==> src/rtl/seg7_pkg.sv <==
// Shared constants and types for the 7-segment pair reader.
// Latency: n/a (declarations and a pure combinational helper only).
// Backpressure: n/a.
// Glyph patterns are active low and ordered {a,b,c,d,e,f,g}, with bit 6 holding segment a.
package seg7_pkg;

  localparam int SEG_W = 7;
  localparam int VAL_W = 4;

  localparam logic [SEG_W-1:0] SEG_0        = 7'b0000001;
  localparam logic [SEG_W-1:0] SEG_1        = 7'b1001111;
  localparam logic [SEG_W-1:0] SEG_2        = 7'b0010010;
  localparam logic [SEG_W-1:0] SEG_3        = 7'b0000110;
  localparam logic [SEG_W-1:0] SEG_4        = 7'b1001100;
  localparam logic [SEG_W-1:0] SEG_5        = 7'b0100100;
  localparam logic [SEG_W-1:0] SEG_6        = 7'b0100000;
  localparam logic [SEG_W-1:0] SEG_7        = 7'b0001111;
  localparam logic [SEG_W-1:0] SEG_8        = 7'b0000000;
  localparam logic [SEG_W-1:0] SEG_9        = 7'b0001100;
  localparam logic [SEG_W-1:0] SEG_BLANK    = 7'b1111111;
  localparam logic [SEG_W-1:0] SEG_TENS_ONE = 7'b1001111;

  typedef enum logic {S_IDLE, S_SETTLE} state_t;

  // Result of decoding a single digit position.
  typedef struct packed {
    logic             legal;
    logic [VAL_W-1:0] digit;
  } glyph_t;

  // Result of decoding the tens/ones pair.
  typedef struct packed {
    logic             legal;
    logic [VAL_W-1:0] value;
  } pair_t;

  // A lit tens "1" only pairs with ones digits 0..5, so that the value fits in 4 bits.
  // Illegal pairs report value 0.
  function automatic pair_t pair_decode(glyph_t hi, glyph_t lo);
    pair_t r;
    r.legal = hi.legal && lo.legal && ((hi.digit == '0) || (lo.digit <= 4'd5));
    if (!r.legal)
      r.value = '0;
    else if (hi.digit != '0)
      r.value = 4'd10 + lo.digit;
    else
      r.value = lo.digit;
    return r;
  endfunction

endpackage

==> src/rtl/seg7_pair_reader_if.sv <==
// Result channel from the segment reader to its consumer.
// Latency: n/a (wires only).
// Backpressure: the consumer drives out_ready. A beat transfers on an edge where out_valid && out_ready.
// Signals: out_valid/out_ready handshake, out_value[3:0], out_err, sticky overrun,
//   and err_count[7:0] when SEG7_ERR_CNT_EN is defined.
interface seg7_pair_reader_if;
  logic       out_valid;
  logic       out_ready;
  logic [3:0] out_value;
  logic       out_err;
  logic       overrun;
`ifdef SEG7_ERR_CNT_EN
  logic [7:0] err_count;

  modport master (output out_valid, out_value, out_err, overrun, err_count, input out_ready);
  modport slave  (input out_valid, out_value, out_err, overrun, err_count, output out_ready);
`else
  modport master (output out_valid, out_value, out_err, overrun, input out_ready);
  modport slave  (input out_valid, out_value, out_err, overrun, output out_ready);
`endif
endinterface

==> src/rtl/seg7_glyph_decode.sv <==
// Decodes one active-low 7-segment glyph into {legal, digit}.
// Latency: 0 cycles (purely combinational).
// Backpressure: none.
// Ports: glyph[6:0] in, dec (glyph_t) out.
// TENS=1 accepts only blank (0) and "1" (1). TENS=0 accepts the glyphs 0..9.
module seg7_glyph_decode
  import seg7_pkg::*;
#(
  parameter bit TENS = 1'b0
) (
  input  logic [SEG_W-1:0] glyph,
  output glyph_t           dec
);

  always_comb begin
    dec = '0;
    if (TENS) begin
      case (glyph)
        SEG_BLANK:    dec = '{legal: 1'b1, digit: 4'd0};
        SEG_TENS_ONE: dec = '{legal: 1'b1, digit: 4'd1};
        default:      dec = '0;
      endcase
    end else begin
      case (glyph)
        SEG_0:   dec = '{legal: 1'b1, digit: 4'd0};
        SEG_1:   dec = '{legal: 1'b1, digit: 4'd1};
        SEG_2:   dec = '{legal: 1'b1, digit: 4'd2};
        SEG_3:   dec = '{legal: 1'b1, digit: 4'd3};
        SEG_4:   dec = '{legal: 1'b1, digit: 4'd4};
        SEG_5:   dec = '{legal: 1'b1, digit: 4'd5};
        SEG_6:   dec = '{legal: 1'b1, digit: 4'd6};
        SEG_7:   dec = '{legal: 1'b1, digit: 4'd7};
        SEG_8:   dec = '{legal: 1'b1, digit: 4'd8};
        SEG_9:   dec = '{legal: 1'b1, digit: 4'd9};
        default: dec = '0;
      endcase
    end
  end

endmodule

==> src/rtl/seg7_pair_reader.sv <==
// Reads back a dual 7-segment display, debounces it and delivers the decoded value 0..15 or an error flag.
// Latency: out_valid rises after edge N+STABLE_CYCLES+2 when the pattern is first sampled on edge N.
// Backpressure: one output slot. A result that settles while the slot is full is dropped and sets overrun.
// Ports: clk, rst_n (async, active low), seg_lo[6:0] / seg_hi[6:0] (active low), out_if (master).
// Optional: defining SEG7_ERR_CNT_EN adds out_if.err_count, a saturating count of error beats transferred.
module seg7_pair_reader
  import seg7_pkg::*;
#(
  parameter int STABLE_CYCLES = 4
) (
  input  logic                clk,
  input  logic                rst_n,
  input  logic [SEG_W-1:0]    seg_lo,
  input  logic [SEG_W-1:0]    seg_hi,
  seg7_pair_reader_if.master  out_if
);

  localparam int               CNT_W   = $clog2(STABLE_CYCLES + 1);
  localparam logic [CNT_W-1:0] CNT_MAX = CNT_W'(STABLE_CYCLES);
  localparam logic [CNT_W-1:0] CNT_ONE = CNT_W'(1);

  logic [2*SEG_W-1:0] sync1, sync2, snapshot, last_rep;
  logic               last_vld;   // last_rep holds a real pattern (cleared by reset)
  logic [CNT_W-1:0]   cnt;
  state_t             state;

  logic             out_valid_q, out_err_q, overrun_q;
  logic [VAL_W-1:0] out_value_q;

  glyph_t hi_dec, lo_dec;
  pair_t  pair;

  // Decode from the snapshot so that the result matches exactly the pattern that settled.
  seg7_glyph_decode #(.TENS(1'b1)) u_dec_hi (.glyph(snapshot[2*SEG_W-1:SEG_W]), .dec(hi_dec));
  seg7_glyph_decode #(.TENS(1'b0)) u_dec_lo (.glyph(snapshot[SEG_W-1:0]),       .dec(lo_dec));

  assign pair = pair_decode(hi_dec, lo_dec);

  logic settle_done, new_result, xfer, slot_free;
  assign settle_done = (state == S_SETTLE) && (cnt == CNT_MAX);
  // A pattern identical to the last one reported is suppressed. This keeps a steady display from streaming.
  assign new_result  = settle_done && !(last_vld && (snapshot == last_rep));
  assign xfer        = out_valid_q && out_if.out_ready;
  assign slot_free   = !out_valid_q || out_if.out_ready;

  always_ff @(posedge clk or negedge rst_n) begin
    if (!rst_n) begin
      sync1       <= '1;
      sync2       <= '1;
      snapshot    <= '1;
      last_rep    <= '1;
      last_vld    <= 1'b0;
      cnt         <= '0;
      state       <= S_IDLE;
      out_valid_q <= 1'b0;
      out_value_q <= '0;
      out_err_q   <= 1'b0;
      overrun_q   <= 1'b0;
    end else begin
      sync1 <= {seg_hi, seg_lo};
      sync2 <= sync1;

      case (state)
        S_IDLE: begin
          if (sync2 != snapshot) begin
            snapshot <= sync2;
            cnt      <= CNT_ONE;
            state    <= S_SETTLE;
          end
        end
        S_SETTLE: begin
          if (cnt == CNT_MAX) begin
            state <= S_IDLE;
            if (new_result) begin
              last_rep <= snapshot;
              last_vld <= 1'b1;
            end
          end else if (sync2 == snapshot) begin
            cnt <= cnt + CNT_ONE;
          end else begin
            snapshot <= sync2;
            cnt      <= CNT_ONE;
          end
        end
        default: state <= S_IDLE;
      endcase

      // If a load and a transfer fall on the same edge, the load wins and the slot stays full.
      if (new_result && slot_free) begin
        out_valid_q <= 1'b1;
        out_value_q <= pair.value;
        out_err_q   <= !pair.legal;
      end else if (xfer) begin
        out_valid_q <= 1'b0;
      end

      if (new_result && !slot_free)
        overrun_q <= 1'b1;
    end
  end

  assign out_if.out_valid = out_valid_q;
  assign out_if.out_value = out_value_q;
  assign out_if.out_err   = out_err_q;
  assign out_if.overrun   = overrun_q;

`ifdef SEG7_ERR_CNT_EN
  logic [7:0] err_cnt_q;

  always_ff @(posedge clk or negedge rst_n) begin
    if (!rst_n)
      err_cnt_q <= '0;
    else if (xfer && out_err_q && (err_cnt_q != 8'hFF))
      err_cnt_q <= err_cnt_q + 8'd1;
  end

  assign out_if.err_count = err_cnt_q;
`endif

endmodule
==> src/flat_wrapper.sv <==
// flat-port wrapper written by rule: the top's interface ports become plain ports
module seg7_pair_reader_flat import seg7_pkg::*;
#(
  parameter int STABLE_CYCLES = 4
)
  (clk, rst_n, seg_lo, seg_hi, out_if_out_valid, out_if_out_value, out_if_out_err, out_if_overrun, out_if_out_ready);
  seg7_pair_reader_if out_if_i ();
  input  logic clk;
  input  logic rst_n;
  input  logic [SEG_W-1:0] seg_lo;
  input  logic [SEG_W-1:0] seg_hi;
  output wire logic [$bits(out_if_i.out_valid)-1:0] out_if_out_valid;
  output wire logic [$bits(out_if_i.out_value)-1:0] out_if_out_value;
  output wire logic [$bits(out_if_i.out_err)-1:0] out_if_out_err;
  output wire logic [$bits(out_if_i.overrun)-1:0] out_if_overrun;
  input wire logic [$bits(out_if_i.out_ready)-1:0] out_if_out_ready;
  assign out_if_out_valid = out_if_i.out_valid;
  assign out_if_out_value = out_if_i.out_value;
  assign out_if_out_err = out_if_i.out_err;
  assign out_if_overrun = out_if_i.overrun;
  assign out_if_i.out_ready = out_if_out_ready;
  seg7_pair_reader #(.STABLE_CYCLES(STABLE_CYCLES)) u_core (.clk(clk), .rst_n(rst_n), .seg_lo(seg_lo), .seg_hi(seg_hi), .out_if(out_if_i));
endmodule
==> config.mk <==
export PLATFORM = sky130hd
export DESIGN_NAME = seg7_pair_reader_flat
export DESIGN_NICKNAME = d
export VERILOG_FILES = /design/src/rtl/seg7_pkg.sv /design/src/rtl/seg7_pair_reader_if.sv /design/src/rtl/seg7_glyph_decode.sv /design/src/rtl/seg7_pair_reader.sv /design/src/flat_wrapper.sv
export SDC_FILE = /design/constraint.sdc
export NUM_CORES = 1
export LEC_CHECK = 0
export BUFFER_PORTS_ARGS = -buffer_cell sky130_fd_sc_hd__buf_2
export CORE_MARGIN = 3
export CORE_UTILIZATION = 26
export CTS_BUF_LIST = sky130_fd_sc_hd__clkbuf_16
export CTS_CLUSTER_SIZE = 20
export DETAILED_ROUTE_END_ITERATION = 8
export HOLD_SLACK_MARGIN = 0.08
export SLEW_MARGIN = 20
export SYNTH_ARGS = -nofsm -noshare
export SYNTH_HDL_FRONTEND = slang
export SYNTH_SLANG_ARGS = --single-unit
==> constraint.sdc <==
create_clock -name clk -period 2.6 [get_ports clk]
set_input_delay 0.13 -clock clk [delete_from_list [all_inputs] [get_ports clk]]
set_output_delay 0.13 -clock clk [all_outputs]
set_load 0.02 [all_outputs]
==> impl_metrics.yaml, run 1 <==
clocking:
  clkTransAtPathRegs_ns: 0.06
  insertion_delay_ns: 0.33
  cts_buffers: 9
  cts_htree_levels: 3
  cts_buffer_depth: 2
  cts_root_buffer: "clkbuf_16"
  cts_tree: "built"
  cts_setup_buffers: 0
  cts_hold_buf: 15
  clock_sinks: 68
  ctsResizeCount: 0
pwr:
  p_seq_share_pct: 44.6
  power.switching_mw: 0.5344
  p_clk_share_pct: 51.0
  p_int_mw: 2.077
  irDropWorstVdd_mv: 0.3676
  power_leakage_nw: 1.577
  swShare_pct: 20.46
  comb_power_share_pct: 4.4
  p_per_area_mw_per_mm2: 682.3
setup_path:
  crit_fanout: 14
  critPathLaunchType: "flop"
  slowest_stage: "dfstp_2"
  path_cells: "xor2_1 > nor4_1 > nand4_2 > nand2_2 > mux2_1"
  max_stage_delay_ns: 0.69
  end_kind: "flop"
  criticalPathCategory: "flop to flop"
  arrival_ns: 2.52
  path_buf_inv: 0
  cp.required_ns: 2.84
  crit_family: "simple AND/OR/NAND/NOR gates"
synth:
  yosysTopAreaCellShare_pct: 47.53
  synth_common_cells: "dfstp_2 (56), xor2_1 (17), xnor2_1 (16)"
  postSynthAreaPerCell_um2: 13.23
  yosysTopAreaCell: "dfstp_2"
  syn_inst: 234
  syn-cell-area_mm2: 0.003095
  synth_async_sr_flop_share_pct: 100.0
  synth_flop_cell: "dfstp_2"
  ys_seq_area_share_pct: 57.24
  synth_nets: 254
  ys_types: 50
  yosys_warnings: 0
  synth_area_leaders: "dfstp_2 (48%), dfrtp_1 (9.7%), xor2_1 (4.8%)"
  synth_enable_flop_cells: 0
  yosysMostFrequentCell: "dfstp_2"
  ys_ff_latch: 68
floorplan:
  dieArea_mm2: 0.01325
  core_mm2: 0.01152
  io_pins: 24
  initial_core_util_pct: 26.88
  rows: 39
  die_width_um: 115.1
  die_height_um: 115.1
route:
  drt_iter0_drc: 55
  drt_pass1_iterations: 4
  drtAntennaViolNets: 0
  avgViaCountPerCell: 4.355
  drc_errors: 0
  via_count: 1851
  routed_wl_mm: 5.486
  routedWlPerCell_um: 12.91
timing:
  fmaxAchievable_ghz: 0.4395
  period_needed_ns: 2.276
  tightest_slew_ns: 0.6576
  finalSetupViolations: 0
  setup_tns_ns: 0
  fin_crit_sh_pct: 87.52
  finalMaxSlewViolations: 0
  finalHoldViolCount: 0
  rsz0062_at_grt: "false"
  finClkSkew_ns: 0.007233
  slew_headroom_pct: 55.46
placement:
  gp_congestion: 0.7621
  io_buffers: 23
  placed_area_mm2: 0.003343
  post-dp-hpwl_mm: 3.784
global_routing:
  antenna_found_initial: 0
  grt_max_degree: 28
  track_usage_pct: 9.091
  overflow: 0
  first_global_vias: 1960
  grt_pass1_wl_mm: 9.370
worst_hold_path:
  hold_class: "input pin to flop"
run:
  drv_cap: 0
layout:
  drive_above_1_share_pct: 43.97
  nets: 297
  num_antenna_cells: 0
  syn_to_final_growth_pct: 23.65
  finalInstanceArea_mm2: 0.003827
status:
  status: "completed"
## layer usage
metal | vias up | global-route usage [%] | part of all wire, %
met4 | 0 | 3.521 | 1.3
met5 | - | 0 | 0
met2 | 30 | 14.89 | 46
met3 | 6 | 3.053 | 3.7
met1 | 904 | 11.07 | 49
li1 | 911 | - | -
## sequential cells by signal (all words and copies together), names as in the netlist, 3 cells and up
| signal | cells |
|---|---|
| u_core.last_rep | 14 |
| u_core.snapshot | 14 |
| u_core.sync1 | 14 |
| u_core.sync2 | 14 |
| u_core.out_if.out_value | 4 |
| u_core.cnt | 3 |
## power groups by stage
stage / clock (mW) / sequential (mW) / combinational [mW]
finish: 1.33 / 1.17 / 0.114
global route: 1.42 / 1.17 / 0.129
CTS: 1.37 / 1.17 / 0.117
detailed placement: 0 / 1.18 / 0.0996
global placement: 0 / 1.18 / 0.0984
floorplan: 0 / 1.16 / 0.0712
## layout make-up
cell class	count	area, um^2
multi-input combinational	150	1209
tap	143	178.9
sequential	68	1772
fill	1151	7689
inverter	5	18.77
timing repair buffer	43	315.3
clock inverter	6	83.83
clock buffer	10	250.2
## worst reg2reg max path, stage by stage, from the launching register on
cell and delay, ns:
dfstp_2 0.69, xor2_1 0.15, nor4_1 0.41, nand4_2 0.22, nand2_2 0.35, mux2_1 0.38
## logic make-up after synthesis
logic type,Yosys count,synth area share [%]
AO/OA/AOI/OAI,31,6.751
XOR/XNOR,33,9.337
adder cells (fa/ha/maj),3,1.213
buffers and inverters,16,3.719
flip-flops,68,57.24
multiplexers,28,10.63
AND/OR/NAND/NOR,55,11.12
## path summary, 6_finish.rpt
| check | slack, ns | end | from | depth (start not counted) |
|---|---|---|---|---|
| max | 0.32 | u_core.snapshot[13] | u_core.snapshot[3] | 5 |
| max in group asynchronous | 1.55 | u_core.sync1[3] | rst_n | 3 |
| min reg2reg | 0.35 | u_core.sync2[4] | u_core.sync1[4] | 0 |
| max reg2reg | 0.32 | u_core.snapshot[13] | u_core.snapshot[3] | 5 |
| min in group asynchronous | 0.29 | u_core.cnt[0] | rst_n | 2 |
| min | 0.20 | u_core.out_if.overrun | out_if_out_ready | 3 |
## per-stage QoR
step                      cells  setup slack [ns]  hold WS [ns]  power (mW)  utilization [%]
after global routing        425           0.09860        0.2109       2.721            33.24
after floorplan             234            0.5846       -0.1656       1.229                -
final                       425            0.3244        0.1950       2.612            33.24
after global placement      394            0.3080        0.1182       1.277            29.03
after CTS                   425            0.2750        0.1870       2.650            33.24
after detailed placement    394            0.3058        0.1173       1.280            29.03
## placed cells by master, fill, tap and decap left out, types with 2 or more instances in the layout
cell / instances
a21o_1: 2
buf_2: 23
buf_4: 4
bufinv_16: 2
clkbuf_16: 10
dfrtp_1: 12
dfstp_2: 56
dlygate4sd3_1: 15
ha_1: 3
inv_1: 6
mux2_1: 10
mux2_2: 13
mux2_4: 4
nand2_1: 7
nand2b_1: 3
nand3_1: 6
nand4_1: 4
nand4_2: 3
nor2_1: 9
nor3_1: 4
nor4_1: 4
o21ai_0: 13
o22ai_1: 3
o41ai_1: 4
or2_2: 2
xnor2_1: 16
xor2_1: 17
Note: power is estimated with default switching activity, not from simulation.
==> inputs of run 2 (changes only) <==
--- a/config.mk
+++ b/config.mk
@@ -6,6 +6,7 @@
 export NUM_CORES = 1
 export LEC_CHECK = 0
 export BUFFER_PORTS_ARGS = -buffer_cell sky130_fd_sc_hd__buf_2
+export CORE_ASPECT_RATIO = 0.9
 export CORE_MARGIN = 3
 export CORE_UTILIZATION = 26
 export CTS_BUF_LIST = sky130_fd_sc_hd__clkbuf_16
==> run 2 against run 1 <==
  * Total power down 11%
  * Clock-buffer cell count down 1
  * Worst setup slack worse by 0.049 ns
  * Via count up 4.6%
  * Clock power down 21%
  * Core utilization down 0.67 points
  * Non-clock buffer count unchanged
  * First-iteration DRC count up 130%
==> impl_metrics.yaml, run 2 (same netlist as run 1, synthesis figures left out) <==
route:
  drt_pass1_iterations: 4
  via_count: 1937
  routed_wl_mm: 5.609
  drt_iter0_drc: 126
  drc_errors: 0
  routedWlPerCell_um: 12.84
  avgViaCountPerCell: 4.432
  drtAntennaViolNets: 0
clocking:
  cts_tree: "built"
  insertion_delay_ns: 0.33
  cts_setup_buffers: 0
  ctsResizeCount: 0
  clock_sinks: 68
  clkTransAtPathRegs_ns: 0.06
  cts_htree_levels: 3
  cts_buffers: 9
  cts_hold_buf: 15
  cts_buffer_depth: 2
  cts_root_buffer: "clkbuf_16"
layout:
  nets: 297
  final_cell_mix: "dfstp_2 (56), buf_2 (23), xor2_1 (17), xnor2_1 (16), dlygate4sd3_1 (15)"
  num_antenna_cells: 0
  postLayoutCoreUtil_pct: 32.56
  syn_to_final_growth_pct: 21.26
  finalInstanceArea_mm2: 0.003754
  drive_above_1_share_pct: 43.42
  final_common_cell: "dfstp_2"
status:
  status: "completed"
setup_path:
  ff2ff_setup_slack_ns: 0.28
  slowest_stage: "dfstp_2"
  crit_family: "flip-flops"
  max_stage_delay_ns: 0.69
  end_kind: "flop"
  critPathLaunchType: "flop"
  criticalPathCategory: "flop to flop"
  timing.rr.end: "u_core.out_if.out_value[3]"
  path_cells: "inv_1 > or4_1 > o21ai_0 > ha_1 > nor2_1 > xnor2_1 > o41ai_1"
  cp.required_ns: 2.81
  path_buf_inv: 1
  crit_fanout: 14
  reg2reg_depth: 7
  arrival_ns: 2.54
  r2r-start: "u_core.snapshot[3]"
placement:
  gp_congestion: 0.8141
  placed_area_mm2: 0.003347
  io_buffers: 23
  post-dp-hpwl_mm: 3.839
pwr:
  irDropWorstVdd_mv: 0.4189
  power_leakage_nw: 1.527
  p_per_area_mw_per_mm2: 620.3
  finalPower_mw: 2.328
floorplan:
  die_width_um: 121.0
  dieArea_mm2: 0.01325
  core_mm2: 0.01153
  die_height_um: 109.5
  rows: 37
  initial_core_util_pct: 26.85
  io_pins: 24
timing:
  slew_headroom_pct: 51.81
  rsz0062_at_grt: "false"
  tightest_slew_ns: 0.7115
  fmaxAchievable_ghz: 0.4302
  finalMaxSlewViolations: 0
  period_needed_ns: 2.324
  finalSetupViolations: 0
  finClkSkew_ns: 0.005293
  finalHoldViolCount: 0
  fin_crit_sh_pct: 89.40
  setup_tns_ns: 0
worst_hold_path:
  hold-path-endpoint: "u_core.out_if.overrun"
  min_from: "out_if_out_ready"
  hold_class: "input pin to flop"
  whs_path_depth: 3
run:
  drv_cap: 0
global_routing:
  grt_pass1_wl_mm: 9.639
  track_usage_pct: 9.567
  overflow: 0
  first_global_vias: 2015
  grt_max_degree: 27
  antenna_found_initial: 0
## run 2: cell types whose count changed in the layout (fill, tap and decap cells not counted)
cell,delta
bufinv_16,-2
clkinv_1,+2
buf_12,-1
buf_4,+1
clkbuf_16,-1
clkinv_2,+1
clkinvlp_4,+1
inv_1,-1
inv_6,-1
## run 2: where the power goes
| part | switching [mW] | total (mW) | internal (mW) |
|---|---|---|---|
| clock network | 0.420 | 1.05 | 0.628 |
| registers | 0.0459 | 1.17 | 1.12 |
| logic | 0.0525 | 0.113 | 0.0601 |
| total | 0.518 | 2.33 | 1.81 |
## run 2: worst max-delay path by stage
stage | start | to | slack [ns] | depth (start not counted)
after detailed placement | u_core.snapshot[3] | u_core.out_if.out_value[3] | 0.32 | 7
final | u_core.snapshot[3] | u_core.out_if.out_value[3] | 0.28 | 7
after CTS | u_core.snapshot[3] | u_core.out_if.out_value[3] | 0.29 | 7
after floorplan | u_core.snapshot[1] | u_core.out_if.out_value[3] | 0.58 | 8
after global placement | u_core.snapshot[3] | u_core.out_if.out_value[3] | 0.40 | 7
after global routing | u_core.snapshot[3] | u_core.out_if.out_value[3] | 0.04 | 7
## run 2: tightest hold or removal path, delay by kind of cell
kind,cells,cell delay (ns)
AO/OA/AOI/OAI,1,0.19
AND/OR/NAND/NOR,1,0.10
buffers and inverters,1,0.08
## run 2: layer usage
| layer | global-route usage, % | wire (um) |
|---|---|---|
| met5 | 0 | 0 |
| met1 | 12.37 | 2732 |
| met4 | 4.693 | 118 |
| met2 | 13.92 | 2397 |
| met3 | 3.807 | 361 |
## run 2: final cells by class
type / count / area (um^2)
Fill cell: 1144 / 7774
Sequential cell: 68 / 1772
Multi-Input combinational cell: 150 / 1209
Timing Repair Buffer: 43 / 302.8
Clock buffer: 9 / 225.2
Tap cell: 156 / 195.2
Clock inverter: 6 / 31.28
Inverter: 5 / 18.77
## run 2: stage by stage
step           worst slack, ns  hold WS (ns)  std cells
2_1_floorplan           0.5846       -0.1656        234
6_report                0.2757        0.2084        437
3_3_place_gp            0.3968        0.1086        407
4_1_cts                 0.2924        0.1873        437
3_5_place_dp            0.3172        0.1077        407
5_1_grt                0.04211        0.2250        437
==> inputs of run 3 (changes only) <==
--- a/config.mk
+++ b/config.mk
@@ -7,7 +7,7 @@
 export LEC_CHECK = 0
 export BUFFER_PORTS_ARGS = -buffer_cell sky130_fd_sc_hd__buf_2
 export CORE_ASPECT_RATIO = 0.9
-export CORE_MARGIN = 3
+export CORE_MARGIN = 2
 export CORE_UTILIZATION = 26
 export CTS_BUF_LIST = sky130_fd_sc_hd__clkbuf_16
 export CTS_CLUSTER_SIZE = 20
==> constraint.sdc (replaced) <==
create_clock -name clk -period 1.9 [get_ports clk]
set_input_delay 0.095 -clock clk [delete_from_list [all_inputs] [get_ports clk]]
set_output_delay 0.095 -clock clk [all_outputs]
set_load 0.02 [all_outputs]
==> run 3 against run 2 <==
  * The flow now finishes with violations (negative setup slack)
  * Sequential power up 35%
  * Register-to-register slack worse by 0.40 ns
  * Die area down 3.4%
  * Total power up 56%
  * Routed wire length up 21%
  * Clock power up 68%
  * Critical path depth unchanged
  * Core utilization up 7.5 points
  * First-iteration DRC count down 46%
  * Via count up 9.8%
  * Worst setup slack worse by 0.40 ns
  * Critical path type unchanged
==> impl_metrics.yaml, run 3 (same netlist as run 1, synthesis figures left out) <==
status:
  status: "finished, violations left"
  violations: "negative setup slack"
clocking:
  cts_root_buffer: "clkbuf_16"
  cts_tree: "built"
  insertion_delay_ns: 0.33
  cts_buffer_depth: 2
  clock_sinks: 68
  clkTransAtPathRegs_ns: 0.05
  cts_htree_levels: 3
  cts_buffers: 9
global_routing:
  antenna_found_initial: 0
  grt_pass1_wl_mm: 11.32
  first_global_vias: 2270
  grt_max_degree: 34
  overflow: 0
  track_usage_pct: 11.46
placement:
  dp_cells: 441
  pre_cts_ws_ns: -0.2109
  io_buffers: 23
  gp_congestion: 0.8259
  post-dp-hpwl_mm: 4.236
setup_path:
  crit_family: "compound AO/OA/AOI/OAI gates"
  path_cells: "buf_6 > xnor2_2 > nand4_1 > o311ai_4 > buf_6 > o311ai_4 > o41ai_2"
  crit_fanout: 6
  arrival_ns: 2.26
  end_kind: "flop"
  cp.required_ns: 2.13
  max_stage_delay_ns: 0.61
  critPathLaunchType: "flop"
  path_buf_inv: 2
  slowest_stage: "dfstp_2"
  criticalPathCategory: "flop to flop"
layout:
  stdcell_count: 492
  syn_to_final_growth_pct: 49.03
  final_cell_mix: "dfstp_2 (56), buf_4 (41), mux2_4 (27), buf_2 (23), dlygate4sd3_1 (15)"
  drive_above_1_share_pct: 63.10
  postLayoutCoreUtil_pct: 40.02
  final_common_cell: "dfstp_2"
  multiInputGateArea_mm2: 0.001500
  nets: 351
  n_fill_cell: 1083
  ff_latch_area_mm2: 0.001772
  num_antenna_cells: 0
floorplan:
  initial_core_util_pct: 26.85
  die_width_um: 119.0
  dieArea_mm2: 0.01280
  rows: 37
  io_pins: 24
  core_mm2: 0.01153
  die_height_um: 107.5
timing:
  rsz0062_at_grt: "true"
  finalHoldWorstSlack_ns: 0.1944
  tightest_slew_ns: 0.5627
  fin_crit_sh_pct: 106.8
  finClkSkew_ns: 0.007563
  finalMaxSlewViolations: 0
  fmaxAchievable_ghz: 0.4929
  finalSetupViolations: 31
  setup_ws_ns: -0.1288
  finalHoldViolCount: 0
  period_needed_ns: 2.029
  slew_headroom_pct: 62.41
worst_hold_path:
  hold_class: "input pin to flop"
route:
  via_count: 2127
  drt_iter0_drc: 68
  routed_wl_mm: 6.796
  routedWlPerCell_um: 13.81
  avgViaCountPerCell: 4.323
  drt_pass1_iterations: 4
  drtAntennaViolNets: 0
  drc_errors: 0
pwr:
  finalPower_mw: 3.639
  irDropWorstVdd_mv: 0.5533
  power_leakage_nw: 1.981
  p_per_area_mw_per_mm2: 788.9
run:
  drv_cap: 0
[run 3: timing repair]
item                       CTS  global route
setup buffers               16             2
cloned                       2             0
hold endpoints to repair    40             0
hold buffers                15             0
pin swaps                   10             3
setup endpoints to repair   32            37
gates resized for setup     46            25
[run 3: layer usage]
layer  GRT usage [%]  share of wire [%]  vias to the layer above
li1                -                  -                     1024
met1           14.37                 46                     1055
met5               0                  0                        -
met3           3.972                4.3                        8
met4           4.167                1.3                        0
met2           18.31                 48                       40
[run 3: path summary, 6_finish.rpt]
path                                     from                    endpoint  slack, ns  cells after the start
setup / recovery           u_core.snapshot[0]  u_core.out_if.out_value[1]      -0.13                      7
hold / removal               out_if_out_ready       u_core.out_if.overrun       0.19                      3
setup reg to reg           u_core.snapshot[0]  u_core.out_if.out_value[1]      -0.13                      7
hold reg to reg               u_core.sync1[9]             u_core.sync2[9]       0.35                      0
max in group asynchronous               rst_n          u_core.snapshot[2]       1.04                      3
min in group asynchronous               rst_n         u_core.snapshot[12]       0.53                      2
[run 3: area by class of cell]
type	instances	area share (%)
timing repair buffer	97	17.60
sequential	68	38.41
clock inverter	7	1.953
clock buffer	9	4.882
multi-input combinational	150	32.52
tap	156	4.231
inverter	5	0.4068
[run 3: report_power, final]
group | internal (mW) | switching (mW) | total [mW]
sequential | 1.53 | 0.0416 | 1.58
combinational | 0.166 | 0.139 | 0.306
clock | 1.14 | 0.615 | 1.76
total | 2.84 | 0.795 | 3.64
[run 3: worst register-to-register path: cells and delay by family (launching register included)]
| family | cells | cell delay, ns |
|---|---|---|
| AO/OA/AOI/OAI | 3 | 0.75 |
| buffers and inverters | 2 | 0.29 |
| AND/OR/NAND/NOR | 1 | 0.17 |
| XOR/XNOR | 1 | 0.10 |
| flip-flops | 1 | 0.61 |
[run 3: stage by stage]
step                      cell area (um^2)  TNS, ns
after floorplan                       3146  -0.9700
after global placement                3677   -1.388
after detailed placement              3677   -1.721
after CTS                             4503   -1.077
after global routing                  4613   -4.365
final                                 4613   -1.581
